`src/rtl/video_dram_arb.sv`:
```
// rtl/video_dram_arb.sv - video DRAM read-port arbiter with owner-ID return FIFO
// Optional: define VIDEO_DRAM_ARB_RR_EN for TM/TS round-robin; otherwise fixed vid > tm > ts.
module video_dram_arb #(
    parameter int DEPTH = 4
) (
    input  logic        clk,
    input  logic        res,
    input  logic        slot,
    input  logic        vid_req,
    input  logic [20:0] vid_addr,
    input  logic        tm_req,
    input  logic [20:0] tm_addr,
    input  logic        ts_req,
    input  logic [20:0] ts_addr,
    input  logic        rd_stb,
    output logic        dram_req,
    output logic [20:0] dram_addr,
    output logic        vid_grant,
    output logic        tm_grant,
    output logic        ts_grant,
    output logic        vid_next,
    output logic        tm_next,
    output logic        ts_next,
    output logic        busy,
    output logic        err
);
    localparam int AW = $clog2(DEPTH);
    localparam int CW = AW + 1;
    localparam logic [1:0] ID_VID = 2'b01;
    localparam logic [1:0] ID_TM  = 2'b10;
    localparam logic [1:0] ID_TS  = 2'b11;

    logic [1:0]    own_mem [DEPTH];
    logic [AW-1:0] wr_ptr;
    logic [AW-1:0] rd_ptr;
    logic [CW-1:0] occ;
    logic          full;
    logic          empty;
    logic          pick_vid;
    logic          pick_tm;
    logic          pick_ts;
    logic          push;
    logic          pop;
    logic [1:0]    push_id;
    logic [1:0]    head_id;
    logic [20:0]   push_addr;

    // Full is judged on pre-pop occupancy, so a same-cycle pop never frees the slot.
    assign full     = (occ == CW'(DEPTH));
    assign empty    = (occ == '0);
    assign pick_vid = slot && !full && vid_req;

`ifdef VIDEO_DRAM_ARB_RR_EN
    logic rr_ts;

    assign pick_tm = slot && !full && !vid_req && tm_req && !(ts_req && rr_ts);
    assign pick_ts = slot && !full && !vid_req && ts_req && !(tm_req && !rr_ts);

    // Pointer only reacts to TM/TS wins; vid grants and wasted slots leave it alone.
    always_ff @(posedge clk or posedge res) begin
        if (res) begin
            rr_ts <= 1'b0;
        end else if (pick_tm) begin
            rr_ts <= 1'b1;
        end else if (pick_ts) begin
            rr_ts <= 1'b0;
        end
    end
`else
    assign pick_tm = slot && !full && !vid_req && tm_req;
    assign pick_ts = slot && !full && !vid_req && !tm_req && ts_req;
`endif

    assign push    = pick_vid || pick_tm || pick_ts;
    assign pop     = rd_stb && !empty;
    assign head_id = own_mem[rd_ptr];
    assign busy    = (occ != '0);

    always_comb begin
        push_id   = ID_VID;
        push_addr = vid_addr;
        if (pick_tm) begin
            push_id   = ID_TM;
            push_addr = tm_addr;
        end else if (pick_ts) begin
            push_id   = ID_TS;
            push_addr = ts_addr;
        end
    end

    always_ff @(posedge clk) begin
        if (push) begin
            own_mem[wr_ptr] <= push_id;
        end
    end

    always_ff @(posedge clk or posedge res) begin
        if (res) begin
            dram_req  <= 1'b0;
            dram_addr <= '0;
            vid_grant <= 1'b0;
            tm_grant  <= 1'b0;
            ts_grant  <= 1'b0;
            vid_next  <= 1'b0;
            tm_next   <= 1'b0;
            ts_next   <= 1'b0;
            err       <= 1'b0;
            wr_ptr    <= '0;
            rd_ptr    <= '0;
            occ       <= '0;
        end else begin
            dram_req  <= push;
            vid_grant <= pick_vid;
            tm_grant  <= pick_tm;
            ts_grant  <= pick_ts;
            vid_next  <= pop && (head_id == ID_VID);
            tm_next   <= pop && (head_id == ID_TM);
            ts_next   <= pop && (head_id == ID_TS);
            occ       <= occ + CW'(push) - CW'(pop);
            if (push) begin
                dram_addr <= push_addr;
                wr_ptr    <= wr_ptr + AW'(1);
            end
            if (pop) begin
                rd_ptr <= rd_ptr + AW'(1);
            end
            if (rd_stb && empty) begin
                err <= 1'b1;
            end
        end
    end
endmodule

```
`config.mk`:
```
export PLATFORM = sky130hd
export DESIGN_NAME = video_dram_arb
export DESIGN_NICKNAME = d
export VERILOG_FILES = /design/src/rtl/video_dram_arb.sv
export SDC_FILE = /design/constraint.sdc
export NUM_CORES = 1
export LEC_CHECK = 0
export ABC_AREA = 1
export CAP_MARGIN = 5
export CORE_ASPECT_RATIO = 0.6
export CORE_MARGIN = 2
export CORE_UTILIZATION = 39
export CTS_CLUSTER_DIAMETER = 80
export DETAILED_ROUTE_END_ITERATION = 10
export PLACE_DENSITY = 0.77
export SKIP_CTS_REPAIR_TIMING = 1
export SLEW_MARGIN = 10
export SYNTH_ARGS = -nofsm -noshare
export SYNTH_HDL_FRONTEND = slang
export SYNTH_SLANG_ARGS = --single-unit
```
`constraint.sdc`:
```
create_clock -name clk -period 2.35 [get_ports clk]
set_clock_uncertainty 0.1 [all_clocks]
set_input_delay 0.47 -clock clk [delete_from_list [all_inputs] [get_ports clk]]
set_output_delay 0.47 -clock clk [all_outputs]
set_load 0.005 [all_outputs]
```
==> results by group <==
Status
  – Status: finished clean

Route
  – DRC viols: 0
  – DR iter-0 viols: 81
  – WL/cell: 13.1 um
  – Via/cell ratio: 4.75
  – Routed WL: 6.33 mm
  – First-pass DRT Iterations: 4
  – Via count: 2288
  – Detail Route Antenna Nets: 0

Clocking
  – Worst-Skew Late Latency: 0.30 ns
  – Bufs on Longest Clock Path: 2
  – Clock root buffer: clkbuf_8
  – Htree depth: 2
  – CTS buffer count: 5
  – CTS clk-pin slew, worst paths: 0.08 ns
  – CTS Sinks: 44
  – CTS tree: done

Placement
  – Placed cells: 472
  – Detailed placement HPWL: 4.67 mm
  – Port Buffers: 99
  – Routability cong.: 0.860

Min path
  – Hold depth: 1
  – Hold Path Origin: err
  – Hold Crit Class: reg -> reg
  – Worst Hold Path EP: err

Power and ir drop
  – Peak VDD IR: 0.000372 V
  – Power Dens Cells: 885 nW/um^2
  – Overall Power: 3.21 mW
  – Leak: 1.72 nW

Setup path
  – Worst Path Class, Setup: reg -> reg
  – Slowest CP cell: dfrtp_1
  – CP Cell Sequence: nor2_4 > buf_4 > a21oi_4 > o31ai_4 > ha_1 > inv_1 > ha_2 > fa_2 > xnor2_2 > xor2_1
  – R2R Setup Slk: 0.1 ns
  – Maximum fanout along the worst path: 3
  – Worst path max stage delay: 0.42 ns
  – Worst Setup End Kind: flop
  – Worst reg2reg path depth: 10
  – Reg2reg start: occ[0]
  – Required time of the worst setup path: 2.43 ns
  – Startpoint types: flop
  – Critical path's top delay family: adder cells
  – Worst reg2reg path endpoint: occ[2]
  – Crit path buf inv count: 2
  – Worst endpoint data arrival time: 2.34 ns

STA
  – Slew headroom: 0.676
  – Least-Margin Pin Slew: 0.487 ns
  – Min Tclk post-route: 2.25 ns
  – Hold Fails Final Rpt: 0
  – Pins Over Slew Limit: 0
  – Final setup vio count: 0
  – Setup TNS: 0 ns
  – Max Clock Freq: 444 MHz
  – RSZ-0062 raised after global routing: no
  – Final period utilization: 0.959

Layout
  – Area grow syn2layout: 52.9%
  – Layout fillers: 522
  – Share of layout cells above drive strength 1: 0.0821
  – Non-filler instance count after layout: 482
  – Footprint of the multi-input gates: 1070 um^2
  – Ant. Diodes: 0
  – Total Nets Final: 478
  – Sequential Area: 1140 um^2

Global route
  – Vias in the first global route: 2170
  – Global-route wire length before repair: 10.6 mm
  – Initial antenna violation count: 0
  – Largest net degree at the start of global routing: 49
  – GRT Overall Usage: 0.201
  – Global route overflow: 0

Floorplan
  – I/O pin total: 100
  – Row cnt: 21
  – Die footprint: 6740 um^2
  – Die W: 105 um
  – Placeable core region: 5730 um^2
  – Chip height: 64.4 um
  – Initial Utilization: 0.414

Yosys
  – Yosys reg bits: 44
  – Synth warn: 0
  – Post-synth cell types: 25
  – Synth Cell Area: 2370 um^2
  – Sequential area share after synthesis: 0.481
  – Net Count, Synth: 375
  – Syn avg cell area: 7.96 um^2
  – Synth Instances: 298

Job
  – Max Cap Violations: 0
==> flip-flops by register name (all words and copies together) (netlist names) <==
name and cells:
rd_ptr 2, tm_grant 1, dram_addr 21, tm_next 1, own_mem 8, vid_next 1
vid_grant 1, wr_ptr 2, err 1, occ 3, ts_grant 1, ts_next 1
dram_req 1
==> where the power goes <==
group / internal (mW) / total, mW / switching [mW]
Clock: 0.375 / 0.631 / 0.256
Sequential: 1.05 / 1.23 / 0.181
Combinational: 0.733 / 1.35 / 0.616
Total: 2.16 / 3.21 / 1.05
==> cell usage after synthesis, drive strengths merged <==
library cell | n | area share
clkbuf | 5 | 0.0079
dfrtp | 36 | 0.38
o31ai | 1 | 0.0053
nor3 | 1 | 0.0021
xnor2 | 1 | 0.0037
nand4 | 23 | 0.067
nand3 | 23 | 0.049
nor2 | 55 | 0.091
o21ai | 3 | 0.0063
nand2 | 95 | 0.15
a31o | 1 | 0.0037
edfxtp | 8 | 0.10
o22ai | 1 | 0.0026
fa | 1 | 0.0084
buf | 12 | 0.036
xor2 | 3 | 0.011
inv | 21 | 0.033
ha | 6 | 0.032
a21oi | 2 | 0.0090
==> layout make-up <==
class / instances / area share
Multi-Input combinational cell: 216 / 0.294
Inverter: 21 / 0.0217
Sequential cell: 44 / 0.315
Clock buffer: 7 / 0.0266
Clock inverter: 1 / 0.00828
Tap cell: 80 / 0.0276
Timing Repair Buffer: 113 / 0.306
==> placed cells by master, fill, tap and decap left out, types with 3 or more instances in the layout <==
master	n
xor2_1	3
ha_1	5
clkbuf_8	7
nand4_1	22
edfxtp_1	8
clkdlybuf4s50_1	98
nor2_1	53
inv_1	20
nand2_1	95
buf_4	13
dfrtp_1	35
nand3_1	23
o21ai_0	3
==> per-layer routing <==
layer / global-route usage / part of all wire / vias to the layer above
met5: 0 / 0 / -
met4: 0.0500 / 0.0093 / 0
met3: 0.0867 / 0.099 / 8
met2: 0.318 / 0.45 / 78
met1: 0.256 / 0.45 / 1042
li1: - / - / 1160
==> kinds of logic after synthesis <==
| logic type | after synthesis | share of synthesized area |
|---|---|---|
| buf+inv | 38 | 0.0776 |
| fa+ha+maj | 7 | 0.0401 |
| compound gates | 8 | 0.0269 |
| simple gates | 197 | 0.359 |
| xor+xnor | 4 | 0.0148 |
| flops | 44 | 0.481 |
==> worst max path at each step <==
stage	start	end	slack (ns)	cells after the start
2_1_floorplan	slot	occ[2]	0.07	10
3_3_place_gp	slot	occ[2]	-0.26	10
3_5_place_dp	slot	occ[2]	-0.32	10
4_1_cts	slot	occ[2]	0.006	10
5_1_grt	occ[1]	occ[2]	0.02	10
6_report	occ[0]	occ[2]	0.1	10
==> through the flow <==
stage          hold WS, ns  area (um^2)   util  setup slack (ns)
2_1_floorplan        0.366         2370      -            0.0728
3_3_place_gp         0.362         3470  0.606            -0.260
3_5_place_dp         0.367         3470  0.606            -0.318
4_1_cts              0.390         3590  0.628           0.00641
5_1_grt              0.410         3630  0.633            0.0235
6_report             0.379         3630  0.633            0.0965
No activity file was read; power rests on OpenSTA's default activity.
